<file path="src/rtl/queue_pkg.sv">
// Shared definitions for the parametrised queue: ordering-mode selector.
package queue_pkg;

  typedef enum logic {
    MODE_FIFO = 1'b0,
    MODE_LIFO = 1'b1
  } queue_mode_e;

endpackage

</file>
<file path="src/rtl/queue_mem.sv">
// Queue storage: WIDTH x DEPTH register array, one synchronous write port
// and one combinational read port.
module queue_mem #(
  parameter int WIDTH = 8,
  parameter int DEPTH = 8,
  parameter int AW    = $clog2(DEPTH)
) (
  input  logic             clk,
  input  logic             we,
  input  logic [AW-1:0]    waddr,
  input  logic [WIDTH-1:0] wdata,
  input  logic [AW-1:0]    raddr,
  output logic [WIDTH-1:0] rdata
);

  logic [WIDTH-1:0] mem_q [DEPTH];

  // NOTE: the array has no reset; occupancy lives in the control logic, so
  // stale contents are never observable and the array can map to plain flops.
  always_ff @(posedge clk) begin
    if (we) begin
      mem_q[waddr] <= wdata;
    end
  end

  assign rdata = mem_q[raddr];

endmodule

</file>
<file path="src/rtl/param_queue.sv">
// Bounded FIFO/LIFO buffer with occupancy flags, dequeue-valid strobe and
// sticky overflow/underflow errors.
module param_queue
  import queue_pkg::*;
#(
  parameter int          WIDTH = 8,
  parameter int          DEPTH = 8,
  parameter queue_mode_e MODE  = MODE_FIFO,
  parameter int          LW    = $clog2(DEPTH + 1)
) (
  input  logic             clock_10,
  input  logic             reset,
  input  logic [WIDTH-1:0] data_in,
  input  logic             enq_in,
  input  logic             deq_in,
  input  logic             clear_err_in,
  output logic [WIDTH-1:0] data_out,
  output logic             valid_out,
  output logic [LW-1:0]    len_out,
  output logic             full_out,
  output logic             empty_out,
  output logic             overflow_out,
  output logic             underflow_out
);

  localparam int            AW       = $clog2(DEPTH);
  localparam logic [LW-1:0] FULL_LEN = LW'(DEPTH);

  logic [LW-1:0]    len_q, len_d;
  logic [WIDTH-1:0] data_q, data_d;
  logic             valid_q, valid_d;
  logic             ovf_q, ovf_d;
  logic             unf_q, unf_d;

  logic             empty, full;
  logic             push_ok, pop_ok, ovf_evt, unf_evt;
  logic [AW-1:0]    waddr, raddr;
  logic [WIDTH-1:0] rdata;

  assign empty = (len_q == '0);
  assign full  = (len_q == FULL_LEN);

  // A push into a full queue only succeeds when a pop frees a slot that cycle.
  assign push_ok = enq_in && (!full || deq_in);
  assign pop_ok  = deq_in && !empty;
  assign ovf_evt = enq_in && full && !deq_in;
  assign unf_evt = deq_in && empty;

  queue_mem #(
    .WIDTH (WIDTH),
    .DEPTH (DEPTH),
    .AW    (AW)
  ) u_mem (
    .clk   (clock_10),
    .we    (push_ok),
    .waddr (waddr),
    .wdata (data_in),
    .raddr (raddr),
    .rdata (rdata)
  );

  if (MODE == MODE_FIFO) begin : g_fifo
    localparam logic [AW-1:0] LAST_SLOT = AW'(DEPTH - 1);

    logic [AW-1:0] wr_ptr_q, wr_ptr_d;
    logic [AW-1:0] rd_ptr_q, rd_ptr_d;

    // Explicit wrap compare so non-power-of-two depths cycle correctly.
    always_comb begin
      wr_ptr_d = wr_ptr_q;
      rd_ptr_d = rd_ptr_q;
      if (push_ok) begin
        wr_ptr_d = (wr_ptr_q == LAST_SLOT) ? '0 : wr_ptr_q + 1'b1;
      end
      if (pop_ok) begin
        rd_ptr_d = (rd_ptr_q == LAST_SLOT) ? '0 : rd_ptr_q + 1'b1;
      end
    end

    always_ff @(posedge clock_10) begin
      if (!reset) begin
        wr_ptr_q <= '0;
        rd_ptr_q <= '0;
      end else begin
        wr_ptr_q <= wr_ptr_d;
        rd_ptr_q <= rd_ptr_d;
      end
    end

    assign waddr = wr_ptr_q;
    assign raddr = rd_ptr_q;
  end else begin : g_lifo
    // Top of stack is len; a simultaneous push/pop overwrites the popped slot.
    assign raddr = AW'(len_q - 1'b1);
    assign waddr = pop_ok ? AW'(len_q - 1'b1) : AW'(len_q);
  end

  // NOTE: every always_comb output gets a default first, so no path can
  // leave it unassigned and infer a latch.
  always_comb begin
    len_d   = len_q;
    data_d  = data_q;
    valid_d = pop_ok;
    ovf_d   = ovf_evt || (ovf_q && !clear_err_in);
    unf_d   = unf_evt || (unf_q && !clear_err_in);
    if (push_ok && !pop_ok) begin
      len_d = len_q + 1'b1;
    end else if (pop_ok && !push_ok) begin
      len_d = len_q - 1'b1;
    end
    if (pop_ok) begin
      data_d = rdata;
    end
  end

  // NOTE: sequential state uses non-blocking assignments only, so every
  // flop samples pre-edge values regardless of statement order.
  always_ff @(posedge clock_10) begin
    if (!reset) begin
      len_q   <= '0;
      data_q  <= '0;
      valid_q <= 1'b0;
      ovf_q   <= 1'b0;
      unf_q   <= 1'b0;
    end else begin
      len_q   <= len_d;
      data_q  <= data_d;
      valid_q <= valid_d;
      ovf_q   <= ovf_d;
      unf_q   <= unf_d;
    end
  end

  assign data_out      = data_q;
  assign valid_out     = valid_q;
  assign len_out       = len_q;
  assign full_out      = full;
  assign empty_out     = empty;
  assign overflow_out  = ovf_q;
  assign underflow_out = unf_q;

endmodule

</file>
<file path="config.mk">
export PLATFORM = sky130hd
export DESIGN_NAME = param_queue
export DESIGN_NICKNAME = d
export VERILOG_FILES = /design/src/rtl/queue_pkg.sv /design/src/rtl/queue_mem.sv /design/src/rtl/param_queue.sv
export SDC_FILE = /design/constraint.sdc
export NUM_CORES = 1
export LEC_CHECK = 0
export CORE_MARGIN = 8
export CORE_UTILIZATION = 40
export CTS_BUF_LIST = sky130_fd_sc_hd__clkbuf_16
export CTS_CLUSTER_DIAMETER = 30
export DETAILED_ROUTE_END_ITERATION = 10
export PLACE_DENSITY = 0.65
export SLEW_MARGIN = 25
export SYNTH_ARGS = -nofsm -noshare
export SYNTH_HDL_FRONTEND = slang
export SYNTH_HIERARCHICAL = 1
export SYNTH_SLANG_ARGS = --single-unit
</file>
<file path="constraint.sdc">
create_clock -name clock_10 -period 3.4 [get_ports clock_10]
set_input_delay 0.34 -clock clock_10 [delete_from_list [all_inputs] [get_ports clock_10]]
set_output_delay 0.34 -clock clock_10 [all_outputs]
set_load 0.01 [all_outputs]
</file>
Word-level counts from Yosys, hierarchy flattened

Memory sizes are Yosys's and may differ from the RTL's. A register that Yosys moved wholly into a read port is not among the register bits.
Cells that the tools add are included.

Register bits: 13
Latch bits: 0
Memory bits (writable): 64
Memory bits (read-only): 0
Logic and storage cells: 41
Memories kept: 1

$add $sub $neg: 4
$mul: 0
Divide/modulo/power cells: 0
$lt $le $gt $ge: 0
Equal/unequal tests: 3
Shift-type cells: 0
Muxes and demuxes: 6
Bitwise logic cells: 0
Reduce and logical (&&, ||, !) cells: 21

Memories:

| memory      | depth | bits a word | rd ports | clocked after Yosys merged registers in | wr ports | line            | RTL |
|---|---|---|---|---|---|---|---|
| u_mem.mem_q | 8     | 8           | 1        | 1                                       | 1        | queue_mem.sv:16 | `logic [WIDTH-1:0] mem_q [DEPTH];` |

Operator list:

| cell                  | number |
|---|---|
| $logic_and A1 B1 Y1   | 9 |
| $mux W4               | 2 |
| $logic_not A1 Y1      | 7 |
| $add A3 B1 Y3 const B | 2 |
| $eq A3 B3 Y1 const B  | 2 |
| $mux W3               | 2 |
| $add A4 B1 Y4 const B | 1 |
| $eq A4 B4 Y1 const B  | 1 |
| $logic_not A4 Y1      | 1 |
| $sub A4 B1 Y4 const B | 1 |
| $logic_or A1 B1 Y1    | 3 |
| $mux W1               | 2 |
| $reduce_bool A2 Y1    | 1 |

Longest topological paths before layout

Depth after elaboration: 8
Depth in mapped cells: 11
Depth with buffers taken out: 10

By module

The synthesis kept the hierarchy.

By module, submodules not included:

| module      | instances | cells each | area each (µm²) | seq. area each (µm²) |
|---|---|---|---|---|
| queue_mem   | 1         | 106        | 2531.2          | 1921.8 |
| param_queue | 1         | 109        | 980.9           | 420.4 |

Worst setup path before layout

No wires, ideal clock.

Path kind: register to register
Start: reg len_q[0] (netlist: len_out[0])
End: reg len_q[3] (netlist: len_out[3])
Arrival time: 2.423 ns
Path slack: 0.905 ns
Stages on the path, launching flop included: 11
Clock period less this slack: 2.495 ns
Cell sequence: dfxtp_1 > or4b_4 > o21ai_4 > inv_1 > ha_1 > inv_1 > ha_1 > a21oi_1 > a211oi_1 > a31oi_1 > mux2i_1

Cells in the longest elaborated chain, start to end: 7
Elaborated cells between the ends (all ways): 16

RTL lines:

| what                                | line               | RTL |
|---|---|---|
| from (decl)                         | param_queue.sv:29  | `logic [LW-1:0] len_q, len_d;` |
| from (signal assigned)              | param_queue.sv:126 | `len_q <= len_d;` |
| $eq A4 B4 Y1 *                      | param_queue.sv:41  | `assign full = (len_q == FULL_LEN);` |
| $logic_not A1 Y1 *                  | param_queue.sv:44  | `assign push_ok = enq_in && (!full \|\| deq_in);` |
| $logic_or A1 B1 Y1 *                | param_queue.sv:44  |  |
| $logic_and A1 B1 Y1 *               | param_queue.sv:44  |  |
| via push_ok                         | param_queue.sv:36  | `logic push_ok, pop_ok, ovf_evt, unf_evt;` |
| $logic_not A1 Y1                    | param_queue.sv:108 | `end else if (pop_ok && !push_ok) begin` |
| $logic_and A1 B1 Y1                 | param_queue.sv:108 |  |
| $reduce_bool A2 Y1 (no source line) | -                  |  |

The timed path passes the listed nets; every way through them passes the cells marked *. The select of a mux whose other input is x is not followed.
A chain may end at the register's enable or synchronous reset.

Final worst setup path

Ends and elaborated chain as after synthesis.

==> metrics.txt <==
outcome=complete, no violations; # IOs=30; worst flop-to-flop path endpoint=len_out[3]; Area growth syn-to-layout=20.66%; CP startpoint kind=flop; kind of critical path=reg -> reg; post-synthesis cell count=215; post-route cell area=0.004238 mm2; Post-synth ARST share=0; Metal-1 WL=3004 um; Fin Clk Skew=5.564 ps; top_reg_cell synth=edfxtp_1; CTS resizes=0; Total Power=2.929 mW; detailed-route via count=1,844; Die Y=109.7 um; die area=0.01204 mm2; Clock Latency Late Sink=330 ps; Max clock buf depth=2; Setup violations, final=0; top-area cell type share of the netlist area=0.5472; core area=0.008636 mm2; Detail Placement HPWL=3983 um; Final nets=275; ranking of synthesized cells by area=edfxtp_1 (55%), dfxtp_1 (12%), mux4_1 (11%), nand2_1 (3.0%), mux2_2 (2.6%); final hold vios=0; Hold EP=data_out[3]; leak pwr=1.467 nW; Min Hold Slack=451.7 ps; first-pass GRT wire length=9646 um; row count=34; synthesized area per cell=16.34 um2; max-slew violations=0; share of layout cells above drive strength 1=0.1429; fin crit share=0.8085; largest area contributor in the netlist=edfxtp_1; CTS Buf Count=9; initial antenna violation count=0; IR drop worst, VDD=0.2917 mV; 1st-iter DRT viols=87; vias in the first global route=1,767; clock sink count=85; Worst-Margin Slew=857.0 ps; highest routed layer=met4; relative slew slack=0.4265; Overflow after GRT=0; Max Cap Viol=0; RR Startpoint=len_out[0]; TNS Setup=0 ps; # hold bufs at CTS=0; Avg WL per Cell=17.37 um; Routed Antenna Nets=0; fill count=747; Distinct cells, synth=34; Hold Startpoint=data_out[3]; Ys Warns=6; clk slew on worst S/H paths=60 ps; pin count of the biggest net entering global routing=26; CTS tree=yes; Fmax=0.3638 GHz; Worst Setup End Kind=flop; pwr/cell area=691.2 mW/mm2; Seq/Total Area, Yosys=0.6669; min Tclk post-route=2749 ps; Die W=109.7 um; Routed Wire Length=6374 um; arrival time worst endpoint=3010 ps; #FFs+latches synth=85; n_diodes=0; DR WL met2=2969 um; Syn Nets=236; Post-Syn Area=0.003512 mm2; Area after DPL=0.003933 mm2; CP required=3660 ps; postcts setup bufs=0; via/cell ratio=5.025; WHS Path Cells=2; Register-to-Register Setup Slack=650 ps; EDFF count, synth=64; first-pass iteration count of the detailed router=4; All-Layer GR Usage=0.1107; critical path peak fanout=7; H-tree Lvls=3; RSZ-0062 raised after global routing=false; CTS root buf=clkbuf_16; fin util=0.4907; worst reg2reg path depth=10; metal3 WL=319 um; Hold Crit Class=reg -> reg; I/O Buffers=29; drc violations=0; gpl congestion=0.7427; Initial Util=0.4067
per-stage QoR:
step           instances  worst slack (ps)
2_1_floorplan        215             905.4
3_3_place_gp         351             691.8
3_5_place_dp         351             562.9
4_1_cts              367             641.5
5_1_grt              367             491.5
6_report             367             651.0
flip-flops by register name, summed over array words and instances, names as in the netlist:
register	flops
data_out	8
u_mem/mem_q	64
len_out	4
valid_out	1
underflow_out	1
g_fifo.wr_ptr_q	3
g_fifo.rd_ptr_q	3
overflow_out	1
how the worst max path moves through the flow:
stage | start | end | slack [ps]
floorplan | len_out[0] | len_out[3] | 910
global placement | deq_in | len_out[3] | 690
CTS | len_out[0] | len_out[3] | 640
global route | len_out[0] | len_out[3] | 490
detailed placement | deq_in | len_out[3] | 560
finish | len_out[0] | len_out[3] | 650
cells in the mapped netlist (2+ instances only):
master / count
inv_1: 3
mux2i_1: 2
a21boi_1: 10
nand2_1: 28
buf_2: 3
nand2b_1: 4
clkbuf_1: 3
ha_1: 7
dfxtp_1: 21
o21ai_1: 3
nor2b_1: 6
xnor2_1: 2
mux2_2: 8
nor2_1: 9
and2_1: 3
nand3_1: 4
nor3_1: 2
edfxtp_1: 64
buf_6: 2
mux4_1: 15
a21oi_1: 3
metal layers:
| metal | up-vias | global-route usage |
|---|---|---|
| met5 | - | 0 |
| met4 | 0 | 0.04339 |
| met3 | 7 | 0.03283 |
| met2 | 35 | 0.1727 |
| met1 | 903 | 0.1421 |
| li1 | 899 | - |
cells in the final DEF (no fill, tap or decap), drive strengths merged, types with 2 or more instances in the layout:
| cell | count |
|---|---|
| and2 | 3 |
| buf | 9 |
| nand2b | 4 |
| o21ai | 5 |
| nor2b | 6 |
| inv | 10 |
| clkdlybuf4s50 | 29 |
| a21boi | 11 |
| edfxtp | 64 |
| mux2i | 2 |
| clkbuf | 9 |
| nand3 | 4 |
| xnor2 | 2 |
| a21oi | 3 |
| dfxtp | 21 |
| nand2 | 28 |
| mux4 | 16 |
| nor2 | 9 |
| nor3 | 2 |
| ha | 7 |
| mux2 | 8 |
critical path: stages (launching register included):
cell and delay [ps]:
dfxtp_1 380, or4b_4 580, o21ai_4 220, inv_1 120, ha_1 220, inv_1 130
ha_1 290, a21oi_1 220, a211oi_1 110, a31oi_1 200, mux2i_1 200
final cells by class:
cell class,instances,area (um2),area share
clock buffers,9,225.2,0.05314
clock inverters,7,80.08,0.01890
inverters,4,15.01,0.003543
multi-input cells,116,1082,0.2554
flip-flops and latches,85,2342,0.5527
well taps,108,135.1,0.03189
repair buffers,38,357.8,0.08444
report_power, final:
group          total [mW]  leakage, nW  internal, mW  switching, mW
logic               0.660        0.559         0.357          0.303
clock network       0.993        0.155         0.582          0.411
registers            1.28        0.753          1.21         0.0675
cell families after synthesis:
logic type,count (synthesis),share of synthesized area
buffers and inverters,14,0.02493
flip-flops,85,0.6669
multiplexers,26,0.1500
AO/OA/AOI/OAI,21,0.04204
AND/OR/NAND/NOR,59,0.08051
XOR/XNOR,2,0.004988
adder cells (fa/ha/maj),8,0.03064
(Power assumes the default switching activity.)
